===== config.mk =====
export PLATFORM = sky130hd
export DESIGN_NAME = seq_11011_tx
export DESIGN_NICKNAME = d
export VERILOG_FILES = /design/src/rtl/seq_11011_tx.sv
export SDC_FILE = /design/constraint.sdc
export NUM_CORES = 1
export LEC_CHECK = 0
export BUFFER_PORTS_ARGS = -buffer_cell sky130_fd_sc_hd__buf_2
export CORE_UTILIZATION = 23
export DETAILED_ROUTE_END_ITERATION = 10
export SLEW_MARGIN = 20
export SYNTH_ARGS = -nofsm -noshare
export SYNTH_HDL_FRONTEND = slang
export SYNTH_SLANG_ARGS = --single-unit

===== constraint.sdc =====
create_clock -name clk -period 1.8 [get_ports clk]
set_input_delay 0.09 -clock clk [delete_from_list [all_inputs] [get_ports clk]]
set_output_delay 0.09 -clock clk [all_outputs]
set_load 0.02 [all_outputs]

===== src/rtl/seq_11011_tx.sv =====
// seq_11011_tx: serial framing transmitter.
// Each accepted request sends the sync word 11011, then a PAYLOAD_W-bit
// payload MSB-first, then two guard zeros. A zero is stuffed into the
// payload whenever the last four transmitted bits are 1101 and payload
// bits remain, so 11011 can only appear as the deliberate sync word.
module seq_11011_tx #(
  parameter int unsigned PAYLOAD_W = 8
) (
  input  logic                 clk,
  input  logic                 rst,
  input  logic                 start,
  input  logic [PAYLOAD_W-1:0] data,
  output logic                 ready,
  output logic                 busy,
  output logic                 out,
  output logic                 sync_flag,
  output logic                 stuff_flag,
  output logic                 done
);

  localparam int unsigned CNT_W     = $clog2(PAYLOAD_W + 1);
  localparam logic [4:0]  SYNC_WORD = 5'b11011;
  localparam logic [3:0]  STUFF_PAT = 4'b1101;

  // The state names the kind of bit currently on `out`.
  typedef enum logic [2:0] {
    S_IDLE,
    S_SYNC,
    S_PAYLOAD,
    S_STUFF,
    S_GUARD
  } state_t;

  state_t               r_state;
  logic [PAYLOAD_W-1:0] r_shift;
  logic [CNT_W-1:0]     r_rem;
  logic [2:0]           r_phase;
  logic [3:0]           r_hist;
  logic                 r_out;
  logic                 r_sync;
  logic                 r_stuff;
  logic                 r_done;
  logic                 r_ready;

  state_t               w_state_nxt;
  logic [PAYLOAD_W-1:0] w_shift_nxt;
  logic [CNT_W-1:0]     w_rem_nxt;
  logic [2:0]           w_phase_nxt;
  logic                 w_out_nxt;
  logic                 w_done_nxt;
  logic                 w_take;

  // Next-state and next-bit selection; the chosen bit is registered onto out.
  always_comb begin
    w_state_nxt = r_state;
    w_shift_nxt = r_shift;
    w_rem_nxt   = r_rem;
    w_phase_nxt = r_phase;
    w_out_nxt   = 1'b0;
    w_done_nxt  = 1'b0;
    w_take      = 1'b0;

    case (r_state)
      S_IDLE: begin
        if (start) begin
          w_state_nxt = S_SYNC;
          w_shift_nxt = data;
          w_rem_nxt   = CNT_W'(PAYLOAD_W);
          w_phase_nxt = 3'd0;
          w_out_nxt   = SYNC_WORD[4];
        end
      end

      S_SYNC: begin
        if (r_phase == 3'd4) begin
          w_state_nxt = S_PAYLOAD;
          w_take      = 1'b1;
        end else begin
          w_phase_nxt = r_phase + 3'd1;
          w_out_nxt   = SYNC_WORD[3'd3 - r_phase];
        end
      end

      S_PAYLOAD: begin
        if (r_rem == '0) begin
          w_state_nxt = S_GUARD;
          w_phase_nxt = 3'd0;
        end else if (r_hist == STUFF_PAT) begin
          w_state_nxt = S_STUFF;
        end else begin
          w_take = 1'b1;
        end
      end

      S_STUFF: begin
        w_state_nxt = S_PAYLOAD;
        w_take      = 1'b1;
      end

      S_GUARD: begin
        if (r_phase == 3'd0) begin
          w_phase_nxt = 3'd1;
          w_done_nxt  = 1'b1;
        end else begin
          w_state_nxt = S_IDLE;
        end
      end

      default: begin
        w_state_nxt = S_IDLE;
      end
    endcase

    // Shared payload shift: every entry into PAYLOAD consumes one data bit.
    if (w_take) begin
      w_out_nxt   = r_shift[PAYLOAD_W-1];
      w_shift_nxt = r_shift << 1;
      w_rem_nxt   = r_rem - CNT_W'(1);
    end
  end

  // State, payload shifter, counters, bit history and registered outputs.
  always_ff @(posedge clk or negedge rst) begin
    if (!rst) begin
      r_state <= S_IDLE;
      r_shift <= '0;
      r_rem   <= '0;
      r_phase <= '0;
      r_hist  <= '0;
      r_out   <= 1'b0;
      r_sync  <= 1'b0;
      r_stuff <= 1'b0;
      r_done  <= 1'b0;
      r_ready <= 1'b1;
    end else begin
      r_state <= w_state_nxt;
      r_shift <= w_shift_nxt;
      r_rem   <= w_rem_nxt;
      r_phase <= w_phase_nxt;
      r_hist  <= {r_hist[2:0], w_out_nxt};
      r_out   <= w_out_nxt;
      r_sync  <= (w_state_nxt == S_SYNC);
      r_stuff <= (w_state_nxt == S_STUFF);
      r_done  <= w_done_nxt;
      r_ready <= (w_state_nxt == S_IDLE);
    end
  end

  assign out        = r_out;
  assign sync_flag  = r_sync;
  assign stuff_flag = r_stuff;
  assign done       = r_done;
  assign ready      = r_ready;
  assign busy       = ~r_ready;

endmodule


==> out/metrics.cfg, run 1 <==
[synth]
synth_edf_count=0
synthFlopType=dfrtp_1
postSynthAreaPerCell_um2=11.5
ys_types=39
synth_nets=125
ys_seq_elements=26
synth-seq-area-share=0.520
synth-async-reset-ratio=1.00
synthCells=109
netlist_area_um2=1250
synth_warnings=0

[critical_path]
cp_max_fo=6
timing.critical_path.from=r_rem[1]$_DFFE_PN0P_
r2r_slack_ns=0.02
crit_end=r_rem[2]$_DFFE_PN0P_
critPathArrivalTime_ns=1.94
r2r.worst_path.cells=6
r2r_start=r_rem[1]$_DFFE_PN0P_
cpPeakStageDelay_ns=0.41
end_kind=flop
cp.required_ns=1.95
crit_family=compound AO/OA/AOI/OAI gates
crit_buf_inv=1
start_kind=flop
crit_type=reg -> reg
crit_cells=6
path_cells=inv_2 > ha_1 > or3b_4 > a21oi_4 > nor2_2 > a221o_1
crit_slowest_cell=dfrtp_1
r2r_end=r_rem[2]$_DFFE_PN0P_

[timing]
clock.fmax_ghz=0.561
slew_headroom=0.625
tightest_slew_ns=0.562
period_share=0.991
tns_ns=0
drv_slew=0
hold_viol=0
rsz0062_at_grt=yes
final-setup-viol-count=0
fin_worst_skew_ns=0.00600
min_period_ns=1.78
holdWs_ns=0.0632

[floorplanning]
rows=26
ioPinCount=17
die_w_um=75.8
die_h_um=75.8
die_area_um2=5740
core_um2=5170
start_util=0.242

[global_route]
gr-total-overflow=0
grt_max_degree=27
grt_pass1_wl_um=3730
antenna_found_initial=0
grt_util_all_layers=0.0863
grt_pass1_vias=795

[min_path]
min_path_cells=3
hp-class=in -> reg

[place]
port_buffers=16
postPlaceCellArea_um2=1440
gp_congestion=0.753
dp_hpwl_um=1640

[final_layout]
num_antenna_cells=0
multi_input_area_um2=538
final-seq-area_um2=652
fin_area_um2=1520
fin_nets=153
postLayoutCoreUtil=0.294
synthToLayoutAreaGrowth_pct=21.5
fill_cells=538
drive_gt1_frac=0.294

[outcome]
status=completed

[route]
antenna_left=0
drtIter0Drc=45
finalWirelength_um=2300
viasPerCell=4.28
drc_errors=0
dr.pass1.iters=3
via_count=881
wl_per_cell_um=11.2

[pwr]
pwr-share-comb=0.470
power_leakage_nw=0.689
p_clk_frac=0.134
power_density_nw_per_um2=1630
p_int_mw=1.55
sw_frac_of_total=0.375
peakVddDrop_mv=0.585
power_switching_mw=0.933
p_seq_frac=0.396

[cts]
clk_pin_slew_ns=0.09
tritoncts=built
cts.path.max_buffers=2
cts_root_buf=clkbuf_8
htreeDepth=1
cts_sinks=26
numCtsBuffers=3
clk_latency_ns=0.27

[run]
cap_viol_max_count=0

-- worst min-delay path by stage --
stage             from                endpoint
5_1_grt        data[0]  r_shift[0]$_DFFE_PN0P_
2_1_floorplan      rst          done$_DFF_PN0_
4_1_cts        data[0]  r_shift[0]$_DFFE_PN0P_
3_5_place_dp       rst     sync_flag$_DFF_PN0_
3_3_place_gp       rst    stuff_flag$_DFF_PN0_
6_report       data[0]  r_shift[0]$_DFFE_PN0P_
-- layout by cell type (no fill, tap or decap), drive strengths merged, types with 2 or more instances in the layout --
master  count
and2        7
o31ai       2
buf        26
nand2b      3
nor2        7
o211ai      2
a221o       8
ha          5
nand2       4
nor3b       2
a22oi       2
nand3       3
xnor2       2
inv         9
o21ai       3
dfrtp      25
nor3        2
nor4b       2
clkbuf      4
-- per-layer routing --
layer	GRT usage	wire length [um]	part of all wire	vias to the layer above
li1	-	-	-	444
met1	0.125	1200	0.52	418
met2	0.125	983	0.43	19
met3	0.0278	111	0.048	0
met4	0.0185	0	0	0
met5	0	0	0	-
-- synth_stat cells (all sizes together), types with 2 or more instances --
cell	instances	area share
nor4b	2	0.014
dfrtp	25	0.50
a221o	8	0.064
nor2	6	0.020
nor3b	2	0.012
and2	7	0.035
o211ai	2	0.012
nor3	2	0.0080
inv	9	0.027
nand3	3	0.012
ha	5	0.050
o21ai	3	0.015
nand2	4	0.012
xnor2	2	0.014
nand2b	3	0.015
o31ai	2	0.012
buf	5	0.032
a22oi	2	0.012
-- repair_timing --
action	CTS	global route
endpoints found under the hold margin	25	0
endpoints found under the setup margin	4	11
setup buffers	0	2
resized for setup	1	2
gates cloned	0	1
hold buffers	1	0
-- registers in the layout, summed over array words and instances, names as in the netlist --
name	flops
done	1
r_hist	4
r_phase	3
r_rem	4
r_shift	8
r_state	3
ready	1
stuff_flag	1
sync_flag	1
-- cell type report --
class	count	area share
clock buffers	4	0.0296
multi-input cells	70	0.354
flip-flops and latches	26	0.428
repair buffers	27	0.109
inverters	9	0.0222
well taps	70	0.0576
-- power by group through the flow --
| stage | sequential [mW] | combinational [mW] | clock, mW |
|---|---|---|---|
| 4_1_cts | 0.979 | 1.13 | 0.350 |
| 6_report | 0.985 | 1.17 | 0.334 |
| 3_3_place_gp | 0.987 | 1.10 | 0 |
| 3_5_place_dp | 0.988 | 1.11 | 0 |
| 5_1_grt | 1.01 | 1.30 | 0.370 |
| 2_1_floorplan | 1.01 | 0.806 | 0 |
-- stage by stage --
stage / instances / worst slack [ns] / power [mW]
2_1_floorplan: 109 / 0.0165 / 1.81
3_3_place_gp: 198 / 0.0563 / 2.09
3_5_place_dp: 198 / -0.00289 / 2.10
4_1_cts: 203 / 0.0148 / 2.46
5_1_grt: 206 / -0.0457 / 2.68
6_report: 206 / 0.0164 / 2.49
-- cells by family after synthesis --
group                    after synthesis  share of synthesized area
XOR/XNOR                               2                     0.0140
buffers and inverters                 14                     0.0589
AO/OA/AOI/OAI                         24                      0.168
multiplexers                           2                     0.0170
flip-flops                            26                      0.520
adder cells (fa/ha/maj)                5                     0.0500
AND/OR/NAND/NOR                       36                      0.172
-- worst register-to-register path, stage by stage, from the launching register on --
cell,delay (ns)
dfrtp_1,0.41
inv_2,0.08
ha_1,0.12
or3b_4,0.39
a21oi_4,0.23
nor2_2,0.12
a221o_1,0.33
No activity file was read; power rests on OpenSTA's default activity.
==> inputs of run 2 (changes only) <==
Settings changed: SETUP_SLACK_MARGIN set to 0.4, SKIP_LAST_GASP set to 1.
==> run 2 against run 1 <==
Flip-flop and latch count stayed put. Design area increased by 8.1%. Worst hold slack better by 0.0077 ns. Register-to-register slack lost 0.02 ns. Largest power group unchanged.
==> out/metrics.cfg, run 2 (synthesis gave the netlist of run 1 again) <==
[final_layout]
largest_registers=r_shift: 8 flops, r_hist: 4 flops, r_rem: 4 flops
final_cells=211
synthToLayoutAreaGrowth_pct=31.4
largest-register=r_shift
num_antenna_cells=0
fin_nets=158
largest_reg_flops=8
drive_gt1_frac=0.369
final_common_cell=dfrtp_1
final_cell_mix=dfrtp_1, buf_2, buf_4, a221o_1

[min_path]
hp-class=in -> reg

[critical_path]
cp_max_fo=6
crit_slowest_cell=dfrtp_1
start_kind=flop
cp.required_ns=1.97
end_kind=flop
crit_type=reg -> reg
path_cells=inv_2 > ha_1 > or3b_4 > a21oi_4 > nor2_2 > a221o_1
cpPeakStageDelay_ns=0.40
critPathArrivalTime_ns=1.96

[route]
drtIter0Drc=47
dr.pass1.iters=4
viasPerCell=4.49
drc_errors=0
antenna_left=0
finalWirelength_um=2520
via_count=948
wl_per_cell_um=11.9

[global_route]
grt_pass1_vias=872
gr-total-overflow=0
grt_util_all_layers=0.0952
grt_pass1_wl_um=4040
grt_max_degree=27
antenna_found_initial=0

[cts]
cts.path.max_buffers=2
numCtsBuffers=3
clk_latency_ns=0.27
tritoncts=built
cts_root_buf=clkbuf_8
clk_pin_slew_ns=0.09
cts_sinks=26
htreeDepth=1

[place]
gp_congestion=0.777
dp_hpwl_um=1710
port_buffers=16
dp_cells=197

[timing]
fin_worst_skew_ns=0.00694
final-setup-viol-count=0
period_share=0.999
clock.fmax_ghz=0.556
rsz0062_at_grt=yes
tightest_slew_ns=0.566
min_period_ns=1.80
tns_ns=0
hold_viol=0
drv_slew=0
slew_headroom=0.623

[pwr]
p_clk_frac=0.170
power_density_nw_per_um2=1700
p_seq_frac=0.354
p_int_mw=1.79
power_leakage_nw=0.745
pwr-share-comb=0.475
peakVddDrop_mv=0.593
sw_frac_of_total=0.360
power_switching_mw=1.01

[outcome]
status=completed

[floorplanning]
start_util=0.242
core_um2=5170
die_area_um2=5740
rows=26
ioPinCount=17
die_w_um=75.8
die_h_um=75.8

[run]
cap_viol_max_count=0

[run 2: cell count changes in the layout (fill, tap and decap cells not counted), sizes merged]
cell    before  now
bufinv       0    1
o21ba        1    2
buf         26   30
clkbuf       4    3
[run 2: per-layer routing]
metal | up-vias | track usage | wire length (um)
li1 | 459 | - | -
met1 | 456 | 0.129 | 1260
met2 | 29 | 0.147 | 1130
met3 | 4 | 0.0331 | 114
met4 | 0 | 0.0185 | 18
met5 | - | 0 | 0
[run 2: power by group through the flow]
stage	clock network [mW]	logic [mW]	registers, mW
3_3_place_gp	0	1.10	0.988
5_1_grt	0.518	1.48	1.02
6_report	0.478	1.33	0.994
3_5_place_dp	0	1.11	0.995
4_1_cts	0.490	1.19	0.987
2_1_floorplan	0	0.829	1.01
[run 2: worst paths after layout]
kind / depth (start not counted) / to / from / slack [ns]
min: 3 / r_shift[0]$_DFFE_PN0P_ / data[0] / 0.07
min reg2reg: 0 / r_hist[2]$_DFF_PN0_ / r_hist[1]$_DFF_PN0_ / 0.38
max in group asynchronous: 2 / ready$_DFF_PN1_ / rst / 1.08
max: 6 / r_rem[2]$_DFFE_PN0P_ / r_rem[1]$_DFFE_PN0P_ / 0.001
min in group asynchronous: 2 / r_rem[2]$_DFFE_PN0P_ / rst / 0.34
max reg2reg: 6 / r_rem[2]$_DFFE_PN0P_ / r_rem[1]$_DFFE_PN0P_ / 0.001
[run 2: worst max-delay path, delay by kind of cell (launching register included)]
kind | cells | cell delay (ns)
flip-flops | 1 | 0.40
AND/OR/NAND/NOR | 2 | 0.51
buffers and inverters | 1 | 0.07
AO/OA/AOI/OAI | 2 | 0.59
adder cells (fa/ha/maj) | 1 | 0.13
[run 2: cell type report]
class / count / area [um2]
multi-input cells: 71 / 606
clock buffers: 3 / 41.3
well taps: 70 / 87.6
repair buffers: 31 / 195
fillers: 538 / 3530
flip-flops and latches: 26 / 652
clock inverters: 1 / 30.0
inverters: 9 / 33.8
[run 2: what timing repair did]
action / 4_1_cts / 5_1_grt
cloned: 1 / 1
buffers inserted: 3 / 4
endpoints found under the hold margin: 25 / 0
pin swaps: 7 / 1
setup endpoints to repair: 18 / 22
gates resized for setup: 5 / 9
hold buffers: 1 / 0
[run 2: metrics by stage]
step                cell area (um2)  total power, mW  hold WS [ns]   util  setup slack (ns)
CTS                            1560             2.67        0.0768  0.301            0.0234
global route                   1650             3.02        0.0866  0.318           -0.0615
global placement               1430             2.08         0.118  0.277            0.0303
finish                         1650             2.81        0.0710  0.318           0.00100
detailed placement             1430             2.10         0.121  0.277           -0.0140
floorplan                      1260             1.84        -0.206      -            0.0165
==> inputs of run 3 (changes only) <==
Settings changed: CORE_ASPECT_RATIO set to 1.2, PLACE_DENSITY set to 0.46.
==> run 3 against run 2 <==
Sequential power decreased by 1%. Critical path depth increased by 1. Register-to-register slack improved by 0.04 ns. Clock power decreased by 21%. Via count decreased by 0.53%. Clock skew decreased by 0.0033 ns. Final cell count decreased by 5.2%. Maximum frequency increased by 2.0%. First-iteration DRC count increased by 6.4%. Combinational power decreased by 3%. Core utilization decreased by 1.7 points. Critical endpoint unchanged. Largest cell class unchanged.
==> out/metrics.cfg, run 3 (synthesis gave the netlist of run 1 again) <==
[route]
finalWirelength_um=2540
antenna_left=0
dr.pass1.iters=4
drc_errors=0
drtIter0Drc=50
viasPerCell=4.72
via_count=943
wl_per_cell_um=12.7

[floorplanning]
start_util=0.238
die_w_um=69.4
rows=29
core_um2=5260
die_h_um=82.8
ioPinCount=17
die_area_um2=5750

[critical_path]
cp_max_fo=4
cpPeakStageDelay_ns=0.40
cp.required_ns=1.96
critPathArrivalTime_ns=1.92
crit_type=reg -> reg
path_cells=inv_2 > ha_1 > or3b_4 > a21oi_4 > buf_4 > nor4b_1 > a221o_1
end_kind=flop
crit_slowest_cell=dfrtp_1
r2r.worst_path.cells=7
start_kind=flop

[cts]
tritoncts=built
cts.path.max_buffers=2
clk_pin_slew_ns=0.09
cts_sinks=26
numCtsBuffers=3
clk_latency_ns=0.27
htreeDepth=1
cts_root_buf=clkbuf_8

[timing]
hold_viol=0
drv_slew=0
clock.fmax_ghz=0.567
final-setup-viol-count=0
period_share=0.980
min_period_ns=1.76
rsz0062_at_grt=yes
fin_worst_skew_ns=0.00359
slew_headroom=0.613
tightest_slew_ns=0.581

[pwr]
peakVddDrop_mv=0.644
power_leakage_nw=0.722
total_power_mw=2.65
power_density_nw_per_um2=1670

[run]
cap_viol_max_count=0

[final_layout]
final_common_cell=dfrtp_1
synthToLayoutAreaGrowth_pct=26.6
drive_gt1_frac=0.362
fill_cells=524
fin_area_um2=1590
postLayoutCoreUtil=0.301
final_cell_mix=dfrtp_1, buf_2, buf_4, a221o_1
num_antenna_cells=0
largest_registers=r_shift: 8 flops, r_hist: 4 flops, r_rem: 4 flops
largest-register=r_shift
fin_nets=155
largest_reg_flops=8

[global_route]
grt_pass1_vias=954
grt_util_all_layers=0.0997
grt_max_degree=27
antenna_found_initial=0
gr-total-overflow=0
grt_pass1_wl_um=4650

[place]
dp_hpwl_um=1780
gp_congestion=0.770
port_buffers=16
postPlaceCellArea_um2=1420

[outcome]
status=completed

[min_path]
hp-class=in -> reg
min_path_cells=3

## run 3: metal layers
layer | track usage | up-vias | share of wire
met5 | 0 | - | 0
met1 | 0.129 | 460 | 0.45
met3 | 0.0243 | 2 | 0.050
li1 | - | 454 | -
met4 | 0.0223 | 0 | 0.0094
met2 | 0.168 | 27 | 0.49
## run 3: worst max-delay path: cells and delay by family, from the launching register on
family,cells,cell delay (ns)
compound gates,2,0.48
fa+ha+maj,1,0.12
flops,1,0.40
simple gates,2,0.43
buf+inv,2,0.23
## run 3: layout make-up
cell class / count / area, um2 / area share
Tap cell: 62 / 77.6 / 0.0489
Multi-Input combinational cell: 70 / 587 / 0.370
Inverter: 9 / 33.8 / 0.0213
Clock buffer: 4 / 55.1 / 0.0347
Sequential cell: 26 / 652 / 0.411
Timing Repair Buffer: 29 / 180 / 0.114
## run 3: path summary, 6_finish.rpt
path | from | endpoint | slack [ns]
max | r_rem[0]$_DFFE_PN0P_ | r_rem[2]$_DFFE_PN0P_ | 0.04
min | data[0] | r_shift[0]$_DFFE_PN0P_ | 0.07
max reg2reg | r_rem[0]$_DFFE_PN0P_ | r_rem[2]$_DFFE_PN0P_ | 0.04
min reg2reg | r_hist[2]$_DFF_PN0_ | r_hist[3]$_DFF_PN0_ | 0.38
max in group asynchronous | rst | r_shift[2]$_DFFE_PN0P_ | 1.07
min in group asynchronous | rst | done$_DFF_PN0_ | 0.34
## run 3: what timing repair did
action / in CTS / in global routing
gates resized for setup: 6 / 7
hold buffers: 1 / 0
setup buffers: 4 / 1
pin swaps: 8 / 2
endpoints found under the hold margin: 25 / 0
endpoints found under the setup margin: 17 / 22
cloned: 1 / 0
## run 3: stage by stage
stage | setup WS (ns) | std cells | hold WS [ns] | setup TNS [ns]
final | 0.0364 | 200 | 0.0738 | 0
after global routing | -0.0580 | 200 | 0.118 | -0.196
after CTS | 0.0386 | 199 | 0.0732 | 0
after detailed placement | -0.0111 | 189 | 0.125 | -0.0178
after global placement | 0.0476 | 189 | 0.119 | 0
after floorplan | 0.0165 | 109 | -0.206 | 0
## run 3: power by group
part / switching (mW) / internal [mW]
combinational: 0.660 / 0.634
sequential: 0.151 / 0.833
clock: 0.180 / 0.195
total: 0.991 / 1.66
